===== src/rtl/comp_logic_n_pipe.sv =====
// comp_logic_n_pipe: NUM_IN-operand bitwise gate (AND/OR/XOR and inverses),
// one registered stage, valid/ready on both sides, consumed-result counter.
// Ports:
//   clk, rst (sync, active-high)
//   in_valid/in_ready/in_data/in_op     operand beat, op 0..5 legal
//   out_valid/out_ready/out_data/out_err result beat, err on op 6/7
//   op_count                             results consumed since reset
// Macro LOGIC_REDUCE_EN adds registered out_all/out_any/out_par.
module comp_logic_n_pipe #(
  parameter int WIDTH  = 8,
  parameter int NUM_IN = 2,
  parameter int CNT_W  = 16
) (
  input  logic                    clk,
  input  logic                    rst,
  input  logic                    in_valid,
  output logic                    in_ready,
  input  logic [NUM_IN*WIDTH-1:0] in_data,
  input  logic [2:0]              in_op,
  output logic                    out_valid,
  input  logic                    out_ready,
  output logic [WIDTH-1:0]        out_data,
  output logic                    out_err,
  output logic [CNT_W-1:0]        op_count
`ifdef LOGIC_REDUCE_EN
  ,
  output logic                    out_all,
  output logic                    out_any,
  output logic                    out_par
`endif
);

  logic             r_valid;
  logic [WIDTH-1:0] r_data;
  logic             r_err;
  logic [CNT_W-1:0] r_cnt;

  logic [WIDTH-1:0] w_and;
  logic [WIDTH-1:0] w_or;
  logic [WIDTH-1:0] w_xor;
  logic [WIDTH-1:0] w_res;
  logic             w_err;
  logic             w_acc;
  logic             w_take;

  // Nothing is accepted while reset is asserted.
  assign in_ready = !rst && (!r_valid || out_ready);
  assign w_acc    = in_valid && in_ready;
  assign w_take   = r_valid && out_ready;

  always_comb begin
    w_and = '1;
    w_or  = '0;
    w_xor = '0;
    for (int k = 0; k < NUM_IN; k++) begin
      w_and = w_and & in_data[k*WIDTH +: WIDTH];
      w_or  = w_or  | in_data[k*WIDTH +: WIDTH];
      w_xor = w_xor ^ in_data[k*WIDTH +: WIDTH];
    end
  end

  // Inverting ops negate the whole fold, not each pair.
  always_comb begin
    w_res = '0;
    w_err = 1'b0;
    unique case (in_op)
      3'd0:    w_res = w_and;
      3'd1:    w_res = w_or;
      3'd2:    w_res = w_xor;
      3'd3:    w_res = ~w_and;
      3'd4:    w_res = ~w_or;
      3'd5:    w_res = ~w_xor;
      default: w_err = 1'b1;
    endcase
  end

  always_ff @(posedge clk) begin
    if (rst) begin
      r_valid <= 1'b0;
      r_data  <= '0;
      r_err   <= 1'b0;
      r_cnt   <= '0;
    end else begin
      if (w_take)
        r_cnt <= r_cnt + CNT_W'(1);
      if (w_acc) begin
        r_valid <= 1'b1;
        r_data  <= w_res;
        r_err   <= w_err;
      end else if (out_ready) begin
        r_valid <= 1'b0;
      end
    end
  end

  assign out_valid = r_valid;
  assign out_data  = r_data;
  assign out_err   = r_err;
  assign op_count  = r_cnt;

`ifdef LOGIC_REDUCE_EN
  logic r_all;
  logic r_any;
  logic r_par;

  always_ff @(posedge clk) begin
    if (rst) begin
      r_all <= 1'b0;
      r_any <= 1'b0;
      r_par <= 1'b0;
    end else if (w_acc) begin
      r_all <= &w_res;
      r_any <= |w_res;
      r_par <= ^w_res;
    end
  end

  assign out_all = r_all;
  assign out_any = r_any;
  assign out_par = r_par;
`endif

endmodule


===== config.mk =====
export PLATFORM = sky130hd
export DESIGN_NAME = comp_logic_n_pipe
export DESIGN_NICKNAME = d
export VERILOG_FILES = /design/src/rtl/comp_logic_n_pipe.sv
export SDC_FILE = /design/constraint.sdc
export NUM_CORES = 1
export LEC_CHECK = 0
export CORE_ASPECT_RATIO = 0.6
export CORE_MARGIN = 2
export CORE_UTILIZATION = 45
export CTS_BUF_LIST = sky130_fd_sc_hd__clkbuf_4
export DETAILED_ROUTE_END_ITERATION = 8
export GPL_TIMING_DRIVEN = 0
export PLACE_DENSITY = 0.75
export SLEW_MARGIN = 20
export SYNTH_ARGS = -nofsm -noshare
export SYNTH_HDL_FRONTEND = slang
export SYNTH_SLANG_ARGS = --single-unit

===== constraint.sdc =====
create_clock -name clk -period 1.6 [get_ports clk]
set_input_delay 0.24 -clock clk [delete_from_list [all_inputs] [get_ports clk]]
set_output_delay 0.24 -clock clk [all_outputs]
set_load 0.01 [all_outputs]

After elaboration in Yosys (flattened, before gate mapping):

Cells that the tools add are included.

* bits in registers: 26
* output and inout port bits: 27

* add/subtract/negate cells: 1
* equal/unequal tests: 5
* multiplexer cells: 4
* bitwise logic cells: 6
* reduce and logical (&&, ||, !) cells: 9

Operator list (number)
* $pmux 8 s6: 1
* $not 8->8: 3
* $add 16x1->16 const B: 1
* $and 8x8->8: 1
* $or 8x8->8: 1
* $xor 8x8->8: 1
* $eq 3x2->1 const B: 2
* $eq 3x3->1 const B: 2
* $reduce_or 6->1: 1
* $eq 3x1->1 const B: 1
* $logic_and 1x1->1: 3
* $logic_not 3->1: 1
* $mux 1: 3
* $logic_not 1->1: 2
* $reduce_bool 2->1: 1
* $logic_or 1x1->1: 1

Logic depth before layout (Yosys ltp):

Gate-level depths: netlist (run 1).

* word-level depth: 5
* depth in mapped cells: 6
* mapped depth without buffers: 6

Worst setup path before layout (run 1):

No wires, ideal clock.

* path kind: register to register
* start: register r_cnt[4] (netlist: op_count[4])
* end: register r_cnt[15] (netlist: op_count[15])
* library setup time: 123 ps
* arrival: 1521 ps
* required time: 1477 ps
* slack: -44 ps
* stages on the path, launching flop included: 5
* path buffers: 0
* period minus slack after synthesis: 1644 ps
* cells stage by stage: dfxtp_1 > nand4_2 > nor4_4 > nor3b_2 > mux2_1

* cells in the longest elaborated chain, start to end: 1

RTL lines
* start, declared: RTL line 36 `logic [CNT_W-1:0] r_cnt;`
* start signal, assigned: RTL line 85 `r_cnt <= r_cnt + CNT_W'(1);`
* $add 16x1->16: RTL line 85

Every way passes these cells.
A chain may end at the register's enable or synchronous reset.

Final worst setup path (run 1):

* start: register r_cnt[0] (netlist: op_count[0])
* end: register r_cnt[14] (netlist: op_count[14])

Same word-level chain as after synthesis.

==> qor.csv, run 1 <==
stage;metric;value;unit
status;status;complete, no violations;
route;via_count;1748;
global_route;overflow;0;
global_route;grt_pass1_wl;7160;µm
min_path;whs_path_depth;3;
placement;dpl.hpwl;3360;µm
cells_and_area;final_layout_size_suffix_gt1_frac;0.150;
placement;io_buffers;48;
placement;gp_congestion;0.773;
cells_and_area;fillers;365;
clocking;cts_tree;done;
power;leakage;1.07;nW
clocking;cts_made_buffers;3;
cells_and_area;multiInputGateArea;0.00121;mm²
timing;fin_crit_sh;0.969;
route;drcViolationCount;0;
clocking;clk_latency;0.34;ns
route;drt_wl_total;4510;µm
yosys;yosys_warnings;0;
yosys;synth_top_area_share;0.281;
yosys;async_flop_share;0;
timing;finalHoldViolCount;0;
clocking;clockBufferDepth;2;
floorplanning;initial_core_util;0.460;
yosys;yosys.area.top_type;dfxtp_1;
timing;drv_slew;0;
floorplanning;core_area;0.00403;mm²
timing;setup_slack;0.0490;ns
timing;worst_slew_pin_slew;0.493;ns
route;vias_per_cell;5.19;
setup_path;required;1.83;ns
setup_path;crit_arrival;1.78;ns
floorplanning;die_y;53.7;µm
timing;period_minus_slack;1.55;ns
yosys;ys.flop_type;dfxtp_1;
floorplanning;rows;18;
yosys;synth_cells;229;
clocking;cts_max_level;1;
yosys;synth_seq_cells;26;
yosys;synth_cell_type_count;39;
clocking;hold_buffers;0;
timing;holdWs;0.393;ns
setup_path;critPathKind;reg -> reg;
route;ant_nets;0;
yosys;synth_area;0.00185;mm²
power;power_density;512;mW/mm²
yosys;synth-edff-count;0;
timing;finClkSkew;0.0183;ns
timing;setup_viol;0;
timing;max_clock_freq;645;MHz
clocking;root_buffer;clkbuf_4;
global_route;grt_start_max_net_pins;15;
cells_and_area;layout.nets;328;
route;drt_iter0_markers;63;
setup_path;cp-start-kind;flop;
global_route;grt_pass1_vias;1530;
placement;pre_cts_slack;-1.12;ns
floorplanning;ioPinCount;50;
min_path;hold_class;in -> reg;
cells_and_area;syn_to_final_growth;38.6;%
yosys;ys_seq_area_frac;0.281;
global_route;antenna_found_initial;0;
clocking;cts.clk_slew.worst_paths;0.15;ns
setup_path;r2r_cells;4;
clocking;clock-sinks;26;
flow_run;maxCapViolations;0;
yosys;syn-num-nets;269;
power;ir_drop;0.222;mV
global_route;grt_usage;0.195;
route;routedWlPerCell;13.4;µm
route;first_pass_iters;4;
floorplanning;dieWidth;86.8;µm
setup_path;cp_max_fo;4;
cells_and_area;regArea;557;µm²
yosys;syn_avg_cell_area;8.09;µm²
setup_path;end_kind;flop;
timing;slew_headroom;0.671;
floorplanning;dieArea;0.00466;mm²
timing;fin_setup_tns;0;ns
yosys;synth_area_leaders;dfxtp_1 (28%), ha_1 (11%), inv_1 (5.7%);
timing;rsz0062_at_grt;true;
cells_and_area;num_antenna_cells;0;
==> per-stage QoR <==
step           power [mW]  instances   util  instance area [µm²]
2_1_floorplan       0.880        229      -                 1870
3_3_place_gp         1.02        327  0.597                 2410
3_5_place_dp         1.03        327  0.597                 2410
4_1_cts              1.33        334  0.624                 2520
5_1_grt              1.39        337  0.637                 2570
6_report             1.32        337  0.637                 2570
==> placed cells by master, fill, tap and decap left out, types with 3 or more instances in the layout <==
cell type        count
o211ai_1             4
xor2_1               4
dfxtp_1             13
nor4_1               5
buf_2                4
clkbuf_4             3
o21ai_0              6
mux2_2               3
nand2b_1             5
nand2_1              9
xnor2_1              6
ha_1                16
buf_4                6
nor2b_1             15
o31ai_1              3
dfxtp_4              8
a221o_1              3
nand3_1              8
dfxtp_2              5
nor2_1              26
clkdlybuf4s50_1     45
mux2i_1              7
a21oi_1              8
nor3_1               4
inv_1               28
a211oi_1            10
==> report_power, final <==
group          switching [mW]  total, mW  internal [mW]
Sequential             0.0171      0.673          0.656
Clock                   0.203      0.295         0.0917
Combinational           0.167      0.348          0.181
Total                   0.387       1.32          0.928
==> kinds of logic after synthesis <==
kind of cell | count (synthesis) | synth area share
flip-flops | 26 | 0.281
AND/OR/NAND/NOR | 85 | 0.255
adder cells (fa/ha/maj) | 17 | 0.115
multiplexers | 11 | 0.0621
XOR/XNOR | 10 | 0.0473
AO/OA/AOI/OAI | 42 | 0.160
buffers and inverters | 38 | 0.0797
==> worst max-delay path: stages (launching register included) <==
cell,delay [ns]
dfxtp_4,0.40
ha_4,0.14
nand4_1,0.19
nor4_2,0.34
mux2_2,0.36
==> sequential cells by signal, summed over array words and instances (netlist names) <==
| register | cells |
|---|---|
| op_count | 16 |
| out_data | 8 |
| out_err | 1 |
| out_valid | 1 |
==> routing by layer <==
layer | GRT usage | wire [µm] | vias up
li1 | - | - | 908
met1 | 0.297 | 2390 | 797
met2 | 0.286 | 1890 | 41
met3 | 0.0353 | 213 | 2
met4 | 0.0365 | 15 | 0
met5 | 0 | 0 | -
==> what timing repair did <==
item | CTS | global route
resized for setup | 23 | 16
setup endpoints to repair | 20 | 12
pin swaps | 3 | 3
buffers inserted | 3 | 3
cloned | 0 | 0
==> path summary, 6_finish.rpt <==
kind	startpoint	end	slack [ns]
max	op_count[0]	op_count[14]	0.05
min	rst	out_data[4]	0.39
max reg2reg	op_count[0]	op_count[14]	0.05
min reg2reg	out_err	out_err	0.47
==> Yosys cell counts (2+ instances only) <==
cell type / number
mux2_2: 3
a211o_1: 2
nand4_1: 2
nand3_1: 8
buf_2: 4
nor2b_1: 15
nor3_1: 4
a21boi_0: 2
a21oi_1: 8
clkbuf_1: 5
inv_1: 28
xnor2_1: 6
mux2i_1: 7
dfxtp_1: 26
ha_1: 17
nor2_1: 26
a211oi_1: 10
nand2_1: 10
o211ai_1: 4
xor2_1: 4
a221o_1: 3
o31ai_1: 3
o21ai_0: 6
nor4_1: 6
nand2b_1: 5
and3_1: 2
==> area by class of cell <==
| class | count | share of cell area |
|---|---|---|
| plain buffers | 10 | 0.0331 |
| clock buffers | 3 | 0.00877 |
| clock inverters | 1 | 0.00146 |
| inverters | 28 | 0.0409 |
| multi-input cells | 165 | 0.473 |
| flip-flops and latches | 26 | 0.217 |
| well taps | 50 | 0.0244 |
| repair buffers | 54 | 0.202 |
No activity file was read; power rests on OpenSTA's default activity.
==> run 2, diff against run 1 <==
--- a/config.mk
+++ b/config.mk
@@ -5,6 +5,7 @@
 export SDC_FILE = /design/constraint.sdc
 export NUM_CORES = 1
 export LEC_CHECK = 0
+export CAP_MARGIN = 10
 export CORE_ASPECT_RATIO = 0.6
 export CORE_MARGIN = 2
 export CORE_UTILIZATION = 45
==> results of run 2 <==
Final layout, timing and power as in run 1 (identical DEF).
==> run 3, diff against run 2 <==
--- a/config.mk
+++ b/config.mk
@@ -10,6 +10,7 @@
 export CORE_MARGIN = 2
 export CORE_UTILIZATION = 45
 export CTS_BUF_LIST = sky130_fd_sc_hd__clkbuf_4
+export CTS_CLUSTER_SIZE = 40
 export DETAILED_ROUTE_END_ITERATION = 8
 export GPL_TIMING_DRIVEN = 0
 export PLACE_DENSITY = 0.75
==> results of run 3 <==
Final layout, timing and power as in run 1 (identical DEF).
